===== config.mk =====
export PLATFORM = sky130hd
export DESIGN_NAME = csr_excp_unit
export DESIGN_NICKNAME = d
export VERILOG_FILES = /design/src/rtl/csr_excp_unit.sv
export SDC_FILE = /design/constraint.sdc
export NUM_CORES = 1
export LEC_CHECK = 0
export CAP_MARGIN = 5
export CELL_PAD_IN_SITES_DETAIL_PLACEMENT = 0
export CELL_PAD_IN_SITES_GLOBAL_PLACEMENT = 1
export CORE_ASPECT_RATIO = 0.9
export CORE_MARGIN = 5
export CORE_UTILIZATION = 47
export CTS_BUF_LIST = sky130_fd_sc_hd__clkbuf_4 sky130_fd_sc_hd__clkbuf_8
export CTS_CLUSTER_DIAMETER = 50
export CTS_CLUSTER_SIZE = 10
export DETAILED_ROUTE_END_ITERATION = 10
export PLACE_DENSITY_LB_ADDON = 0.1
export SYNTH_ARGS = -nofsm -noshare
export SYNTH_HDL_FRONTEND = slang
export SYNTH_SLANG_ARGS = --single-unit

===== constraint.sdc =====
create_clock -name clk -period 9.16 [get_ports clk]
set_input_delay 2.748 -clock clk [delete_from_list [all_inputs] [get_ports clk]]
set_output_delay 2.748 -clock clk [all_outputs]
set_load 0.03 [all_outputs]

===== src/rtl/csr_excp_unit.sv =====
// LA32 privileged CSR file on the responder side of the commit/exception controller.
// Optional constant-rate timer (TCFG/TVAL/TICLR, ESTAT.IS[11]) is built only when CSR_TIMER_EN is defined.
module csr_excp_unit #(
  parameter logic [31:0] TID_RESET = 32'h0
) (
  input  logic        clk,
  input  logic        rst,
  input  logic        is_exception_i,
  input  logic [31:0] exception_pc_i,
  input  logic [31:0] exception_addr_i,
  input  logic [5:0]  ecode_i,
  input  logic [8:0]  esubcode_i,
  input  logic        is_ertn_i,
  input  logic        csr_write_en_i,
  input  logic [13:0] csr_write_addr_i,
  input  logic [31:0] csr_write_data_i,
  input  logic        is_llw_scw_i,
  input  logic [13:0] csr_read_addr_i,
  output logic [31:0] csr_read_data_o,
  input  logic [7:0]  hw_int_i,
  input  logic        ipi_i,
  output logic [31:0] eentry_o,
  output logic [31:0] era_o,
  output logic [31:0] crmd_o,
  output logic        is_interrupt_o
);
  localparam logic [13:0] A_CRMD  = 14'h0,  A_PRMD  = 14'h1,  A_ECFG  = 14'h4;
  localparam logic [13:0] A_ESTAT = 14'h5,  A_ERA   = 14'h6,  A_BADV  = 14'h7;
  localparam logic [13:0] A_EENTRY = 14'hC, A_SAVE0 = 14'h30, A_SAVE1 = 14'h31;
  localparam logic [13:0] A_SAVE2 = 14'h32, A_SAVE3 = 14'h33, A_TID   = 14'h40;
  localparam logic [13:0] A_TCFG  = 14'h41, A_TVAL  = 14'h42, A_TICLR = 14'h44;
  localparam logic [13:0] A_LLBCTL = 14'h60;

  // crmd: {PG, DA, IE, PLV[1:0]}; prmd: {PIE, PPLV[1:0]}; lie keeps bit 10 at zero
  logic [4:0]  crmd_q, crmd_d;
  logic [2:0]  prmd_q, prmd_d;
  logic [12:0] lie_q, lie_d;
  logic [1:0]  is_sw_q, is_sw_d;
  logic [7:0]  is_hw_q, is_hw_d;
  logic        is_ipi_q, is_ipi_d;
  logic [5:0]  ecode_q, ecode_d;
  logic [8:0]  esub_q, esub_d;
  logic [31:0] era_q, era_d, badv_q, badv_d;
  logic [25:0] eentry_q, eentry_d;
  logic [31:0] save0_q, save0_d, save1_q, save1_d, save2_q, save2_d, save3_q, save3_d;
  logic [31:0] tid_q, tid_d;
  logic        rollb_q, rollb_d, klo_q, klo_d;
  logic        is_ti;
  logic        wr;
  logic [12:0] is_vec;

`ifdef CSR_TIMER_EN
  logic [31:0] tcfg_q, tcfg_d, tval_q, tval_d;
  logic        timer_on_q, timer_on_d, is_ti_q, is_ti_d;
  assign is_ti = is_ti_q;
`else
  assign is_ti = 1'b0;
`endif

  assign wr     = csr_write_en_i & ~is_exception_i & ~is_ertn_i;
  assign is_vec = {is_ipi_q, is_ti, 1'b0, is_hw_q, is_sw_q};

  always_comb begin
    crmd_d = crmd_q;   prmd_d = prmd_q;   lie_d = lie_q;     is_sw_d = is_sw_q;
    is_hw_d = hw_int_i; is_ipi_d = ipi_i;  ecode_d = ecode_q; esub_d = esub_q;
    era_d = era_q;     badv_d = badv_q;   eentry_d = eentry_q;
    save0_d = save0_q; save1_d = save1_q; save2_d = save2_q; save3_d = save3_q;
    tid_d = tid_q;     rollb_d = rollb_q; klo_d = klo_q;
    if (is_exception_i) begin
      prmd_d       = crmd_q[2:0];
      crmd_d[2:0]  = 3'b000;
      era_d        = exception_pc_i;
      ecode_d      = ecode_i;
      esub_d       = esubcode_i;
      if (ecode_i == 6'h8 && esubcode_i == 9'd0)
        badv_d = exception_pc_i;
      else if ((ecode_i == 6'h8 && esubcode_i == 9'd1) || ecode_i == 6'h9 ||
               (ecode_i >= 6'h1 && ecode_i <= 6'h7) || ecode_i == 6'h3f)
        badv_d = exception_addr_i;
      if (ecode_i == 6'h3f) crmd_d[4:3] = 2'b01;
    end else if (is_ertn_i) begin
      crmd_d[2:0] = prmd_q;
      if (!klo_q) rollb_d = 1'b0;
      klo_d = 1'b0;
      // leaving the TLB-refill handler returns to mapped translation
      if (ecode_q == 6'h3f) crmd_d[4:3] = 2'b10;
    end else if (csr_write_en_i) begin
      case (csr_write_addr_i)
        A_CRMD:   crmd_d = csr_write_data_i[4:0];
        A_PRMD:   prmd_d = csr_write_data_i[2:0];
        A_ECFG:   lie_d  = {csr_write_data_i[12:11], 1'b0, csr_write_data_i[9:0]};
        A_ESTAT: begin
          is_sw_d = csr_write_data_i[1:0];
          ecode_d = csr_write_data_i[21:16];
          esub_d  = csr_write_data_i[30:22];
        end
        A_ERA:    era_d    = csr_write_data_i;
        A_BADV:   badv_d   = csr_write_data_i;
        A_EENTRY: eentry_d = csr_write_data_i[31:6];
        A_SAVE0:  save0_d  = csr_write_data_i;
        A_SAVE1:  save1_d  = csr_write_data_i;
        A_SAVE2:  save2_d  = csr_write_data_i;
        A_SAVE3:  save3_d  = csr_write_data_i;
        A_TID:    tid_d    = csr_write_data_i;
        A_LLBCTL: begin
          if (csr_write_data_i[1]) rollb_d = 1'b0;
          klo_d = csr_write_data_i[2];
        end
        default: ;
      endcase
    end
    if (is_llw_scw_i && !is_exception_i) rollb_d = 1'b1;
  end

`ifdef CSR_TIMER_EN
  always_comb begin
    tcfg_d = tcfg_q; tval_d = tval_q; timer_on_d = timer_on_q; is_ti_d = is_ti_q;
    if (wr && csr_write_addr_i == A_TCFG) begin
      tcfg_d     = csr_write_data_i;
      tval_d     = {csr_write_data_i[31:2], 2'b00};
      timer_on_d = csr_write_data_i[0];
    end else if (timer_on_q) begin
      if (tval_q != 32'd0) begin
        tval_d = tval_q - 32'd1;
        if (tval_q == 32'd1) begin
          is_ti_d = 1'b1;
          if (!tcfg_q[1]) timer_on_d = 1'b0;
        end
      end else if (tcfg_q[1]) begin
        tval_d = {tcfg_q[31:2], 2'b00};
      end
    end
    if (wr && csr_write_addr_i == A_TICLR && csr_write_data_i[0]) is_ti_d = 1'b0;
  end

  always_ff @(posedge clk or negedge rst) begin
    if (!rst) begin
      tcfg_q <= '0; tval_q <= '0; timer_on_q <= 1'b0; is_ti_q <= 1'b0;
    end else begin
      tcfg_q <= tcfg_d; tval_q <= tval_d; timer_on_q <= timer_on_d; is_ti_q <= is_ti_d;
    end
  end
`endif

  always_ff @(posedge clk or negedge rst) begin
    if (!rst) begin
      crmd_q <= 5'b01000; prmd_q <= '0; lie_q <= '0; is_sw_q <= '0;
      is_hw_q <= '0; is_ipi_q <= 1'b0; ecode_q <= '0; esub_q <= '0;
      era_q <= '0; badv_q <= '0; eentry_q <= '0;
      save0_q <= '0; save1_q <= '0; save2_q <= '0; save3_q <= '0;
      tid_q <= TID_RESET; rollb_q <= 1'b0; klo_q <= 1'b0;
    end else begin
      crmd_q <= crmd_d; prmd_q <= prmd_d; lie_q <= lie_d; is_sw_q <= is_sw_d;
      is_hw_q <= is_hw_d; is_ipi_q <= is_ipi_d; ecode_q <= ecode_d; esub_q <= esub_d;
      era_q <= era_d; badv_q <= badv_d; eentry_q <= eentry_d;
      save0_q <= save0_d; save1_q <= save1_d; save2_q <= save2_d; save3_q <= save3_d;
      tid_q <= tid_d; rollb_q <= rollb_d; klo_q <= klo_d;
    end
  end

  always_comb begin
    csr_read_data_o = 32'h0;
    case (csr_read_addr_i)
      A_CRMD:   csr_read_data_o = {27'h0, crmd_q};
      A_PRMD:   csr_read_data_o = {29'h0, prmd_q};
      A_ECFG:   csr_read_data_o = {19'h0, lie_q};
      A_ESTAT:  csr_read_data_o = {1'b0, esub_q, ecode_q, 3'b000, is_vec};
      A_ERA:    csr_read_data_o = era_q;
      A_BADV:   csr_read_data_o = badv_q;
      A_EENTRY: csr_read_data_o = {eentry_q, 6'h0};
      A_SAVE0:  csr_read_data_o = save0_q;
      A_SAVE1:  csr_read_data_o = save1_q;
      A_SAVE2:  csr_read_data_o = save2_q;
      A_SAVE3:  csr_read_data_o = save3_q;
      A_TID:    csr_read_data_o = tid_q;
`ifdef CSR_TIMER_EN
      A_TCFG:   csr_read_data_o = tcfg_q;
      A_TVAL:   csr_read_data_o = tval_q;
`endif
      A_LLBCTL: csr_read_data_o = {29'h0, klo_q, 1'b0, rollb_q};
      default:  csr_read_data_o = 32'h0;
    endcase
  end

  assign eentry_o       = {eentry_q, 6'h0};
  assign era_o          = era_q;
  assign crmd_o         = {27'h0, crmd_q};
  assign is_interrupt_o = crmd_q[2] & |(is_vec & lie_q);
endmodule


== After elaboration in Yosys (flattened, before gate mapping) ==
Index checks and enable logic that the tools add are counted.
Word-level totals
  output and inout port bits: 129
  register bits after elaboration: 298
  word-level logic and storage cells: 139
  input bits: 154
Operators by class
  bitwise logic cells: 4
  muxes and demuxes: 39
  equal/unequal tests: 35
  magnitude comparators: 2
  reduce and logical (&&, ||, !) cells: 40
Operators with widths (count)
  $pmux 32 s13: 1
  $mux 32: 10
  $eq 14x3->1 const B: 8
  $eq 14x6->1 const B: 8
  $eq 14x7->1 const B: 4
  $reduce_and 4->1: 10
  $mux 9: 4
  $eq 14x1->1 const B: 2
  $eq 14x4->1 const B: 2
  $logic_not 14->1: 2
  $mux 6: 4
  $mux 5: 4
  $reduce_bool 3->1: 5
  $reduce_bool 2->1: 7
  $and 13x13->13: 1
  $reduce_or 13->1: 1
  $eq 6x4->1 const B: 2
  $eq 6x6->1 const B: 2
  $mux 3: 4
  $reduce_and 3->1: 4
  $mux 1: 10
  $eq 9x1->1 const B: 1
  $logic_not 9->1: 1
  $ge 6x1->1 const B: 1
  13 further kinds: 22

== Depth between registers and ports, before layout ==
  word-level depth: 8
  mapped depth: 9
  mapped depth without buffers: 5

== Least setup slack after synthesis ==
Ideal clock, no wire load.
  path type: input to output
  from: in csr_read_addr_i[11]
  to: out csr_read_data_o[11]
  buffers on the path: 2
  cell stages on the path: 7
  arrival time: 4554 ps
  setup slack: 1858 ps
  cell sequence: or4_4 > or2_1 > buf_6 > nor4b_4 > buf_6 > a22oi_1 > o211ai_1
On the way
  longest elaborated chain between the ends: 2
RTL lines
  from (decl): RTL line 18  | input logic [13:0] csr_read_addr_i,
  $eq 14x7->1, or another cell as far along: RTL line 163  | case (csr_read_addr_i)
  $pmux 32 s13 *: RTL line 163
  to (decl): RTL line 19  | output logic [31:0] csr_read_data_o,
Every way passes the cells marked *; elsewhere a longest branch is shown, timed or not.

== Worst setup path after layout ==
  from: in csr_read_addr_i[11]
  to: out csr_read_data_o[0]
The elaborated chain is that of the path after synthesis.

==> out/metrics.csv <==
metric,value,unit
drt-initial-drc-count,858,
num_vias,11000,
place.gp.congestion,0.861,
fin_crit_sh,91.3,%
die_area,35800,µm²
dp_slack,0.800,ns
rsz0062_at_grt,no,
grt_pass1_vias,11400,
grt_usage,25.0,%
drt_wl_total,45400,µm
maxSlewHeadroom,30.3,%
syn_inst,1191,
cts_setup_buffers,0,
use_met2,39.0,%
finalClockSkew,0.0135,ns
cp_num_buf_inv,2,
area_delta_synth_final,22.3,%
yosysSeqAreaShare,49.4,%
insertion_delay,0.53,ns
cts-resized-gates,0,
cp_common_cell,clkdlybuf4s50_1,
layout_min_cycle_time,8.37,ns
busiest_layer,met2,
setup_ws,0.795,ns
cts_buffer_depth,3,
worst_pin_slew,1.05,ns
path_cells,clkdlybuf4s50_1 -> or4_4 -> or2_1 -> nor4_4 -> a22oi_1 -> nand4_1 -> clkdlybuf4s50_1,
cts_root_buf,clkbuf_8,
final_antenna_net_count,0,
syn_area_per_cell,12.7,µm²
ys.flop_type,dfrtp_1,
cp_top_family,simple AND/OR/NAND/NOR gates,
cts.htree.levels,2,
via_per_inst,5.95,
placed_area,17700,µm²
yosys.cell_types.count,67,
maxSlewViolCount,0,
grt_overflow_total,0,
numCtsBuffers,39,
antenna_found_initial,1,
die_w,199,µm
cts_tree,built,
setup_violations,0,
port_buffers,249,
use_met3,4.27,%
wl_per_cell,24.5,µm
critical_path_required,6.41,ns
finalCoreUtilization,58.0,%
initial_core_util,47.5,%
hp-class,flop to flop,
critPathSlowestCell,clkdlybuf4s50_1,
hpwl,29900,µm
cts.sinks,298,
power_density,148,nW/µm²
async_reset_ff_share,100,%
synth_commonest_cells,"297 x dfrtp_1, 204 x mux2_2, 84 x nand2_1",
peakVddDrop,0.0993,mV
path_max_fanout,5,
grt_max_degree,139,
cp.arrival,5.62,ns
finalSetupTns,0,ns
yosys_warnings,0,
cts.clk_slew.worst_paths,0.07,ns
io_pins,283,
hold_buffers,0,
row_count,62,
synth_area,15100,µm²
synth_top_area_share,49.2,%
grt_pass1_wl,70000,µm
num-nets-final,1574,
core,31800,µm²
drt_drc_violations_left,0,
synth_edf_count,0,
yosys.cell_count.top_type,dfrtp_1,
layout-drive-gt1-share,28.1,%
crit_type,input port to output port,
grt_use_met1,37.0,%
finalInstanceArea,18500,µm²
hold_viol,0,
end_kind,output port,
power_leakage,8.40,nW
firstDrtPassIters,7,
outcome,"finished, final reports clean",
ys_top_cells_by_area,"dfrtp_1 49%, mux2_2 15%, mux4_2 4.5%, mux2i_1 4.2%, buf_4 2.8%",
startpoint_type,input port,
yosys.area.top_type,dfrtp_1,
ys_seq_elements,298,
die_h,180,µm
cap_violations,0,
slowest_delay,0.69,ns
fmax,0.120,GHz
-- metrics by stage --
step                      instances  hold WS (ns)  total power [W]
after floorplan                1223         0.453          0.00158
after CTS                      1852         0.492          0.00275
after detailed placement       1795         0.473          0.00176
after global routing           1853         0.512          0.00283
after global placement         1795         0.462          0.00176
final                          1853         0.495          0.00273
-- power by group --
group / switching, W / internal, W / total (W)
Combinational: 0.000184 / 0.000143 / 0.000327
Clock: 0.000496 / 0.000502 / 0.000998
Sequential: 0.0000392 / 0.00137 / 0.00141
-- final timing paths --
path                                      from                  to  slack, ns  cells after the start
min in group asynchronous                  rst        eentry_q[23]       2.21                      1
setup reg to reg                    ecode_q[5]           crmd_q[4]       7.48                      4
hold / removal                      save0_q[8]          save0_q[8]       0.49                      1
setup / recovery           csr_read_addr_i[11]  csr_read_data_o[0]       0.79                      7
max in group asynchronous                  rst         save3_q[13]       5.51                      2
hold reg to reg                     save0_q[8]          save0_q[8]       0.49                      1
-- placed cells by master (no fill, tap or decap), types with 3 or more instances in the layout --
master	count
o221ai_1	32
buf_12	10
nor4_4	6
clkbuf_4	6
a32oi_1	3
clkdlybuf4s50_1	214
nand4_1	9
nor4_1	7
nor3_1	4
or2_2	3
clkbuf_8	42
a22oi_1	30
o31ai_1	4
nand2_1	84
mux2_4	20
buf_4	51
o21ai_0	58
mux4_2	30
dfrtp_1	297
clkinv_2	4
mux2_2	204
mux2_1	9
nor2_1	15
a21oi_1	10
conb_1	33
nor3b_1	5
inv_1	37
mux2i_1	64
a222oi_1	32
a221oi_1	6
nand3_1	50
nand2b_1	3
nor2b_1	3
-- logic make-up (layout without fill, tap and decap cells) --
family	after synthesis	after routing	share of synthesized area [%]
other cells	1	34	0.0248
simple gates	218	218	8.39
buf+inv	160	373	6.18
mux	328	328	26.8
compound gates	186	186	9.20
flops	298	298	49.4
-- flip-flops by register name, summed over array words and instances (netlist names) --
register,count
badv_q,32
save2_q,32
ecode_q,6
rollb_q,1
save1_q,32
tid_q,32
prmd_q,3
esub_q,9
klo_q,1
era_o,32
is_sw_q,2
eentry_q,26
lie_q,12
is_hw_q,8
save3_q,32
save0_q,32
crmd_q,5
is_ipi_q,1
-- metal layers --
| metal | up-vias | part of all wire (%) |
|---|---|---|
| li1 | 4858 | - |
| met1 | 5683 | 45 |
| met2 | 421 | 47 |
| met3 | 61 | 6.9 |
| met4 | 0 | 1.8 |
| met5 | - | 0 |
-- cell type report --
class	instances	area, µm²
flip-flops and latches	298	7460
clock inverters	9	105
fillers	2700	13400
clock buffers	48	623
well taps	416	520
repair buffers	279	2760
multi-input cells	765	6840
inverters	37	139
diodes	1	2.50
(Power assumes the default switching activity.)
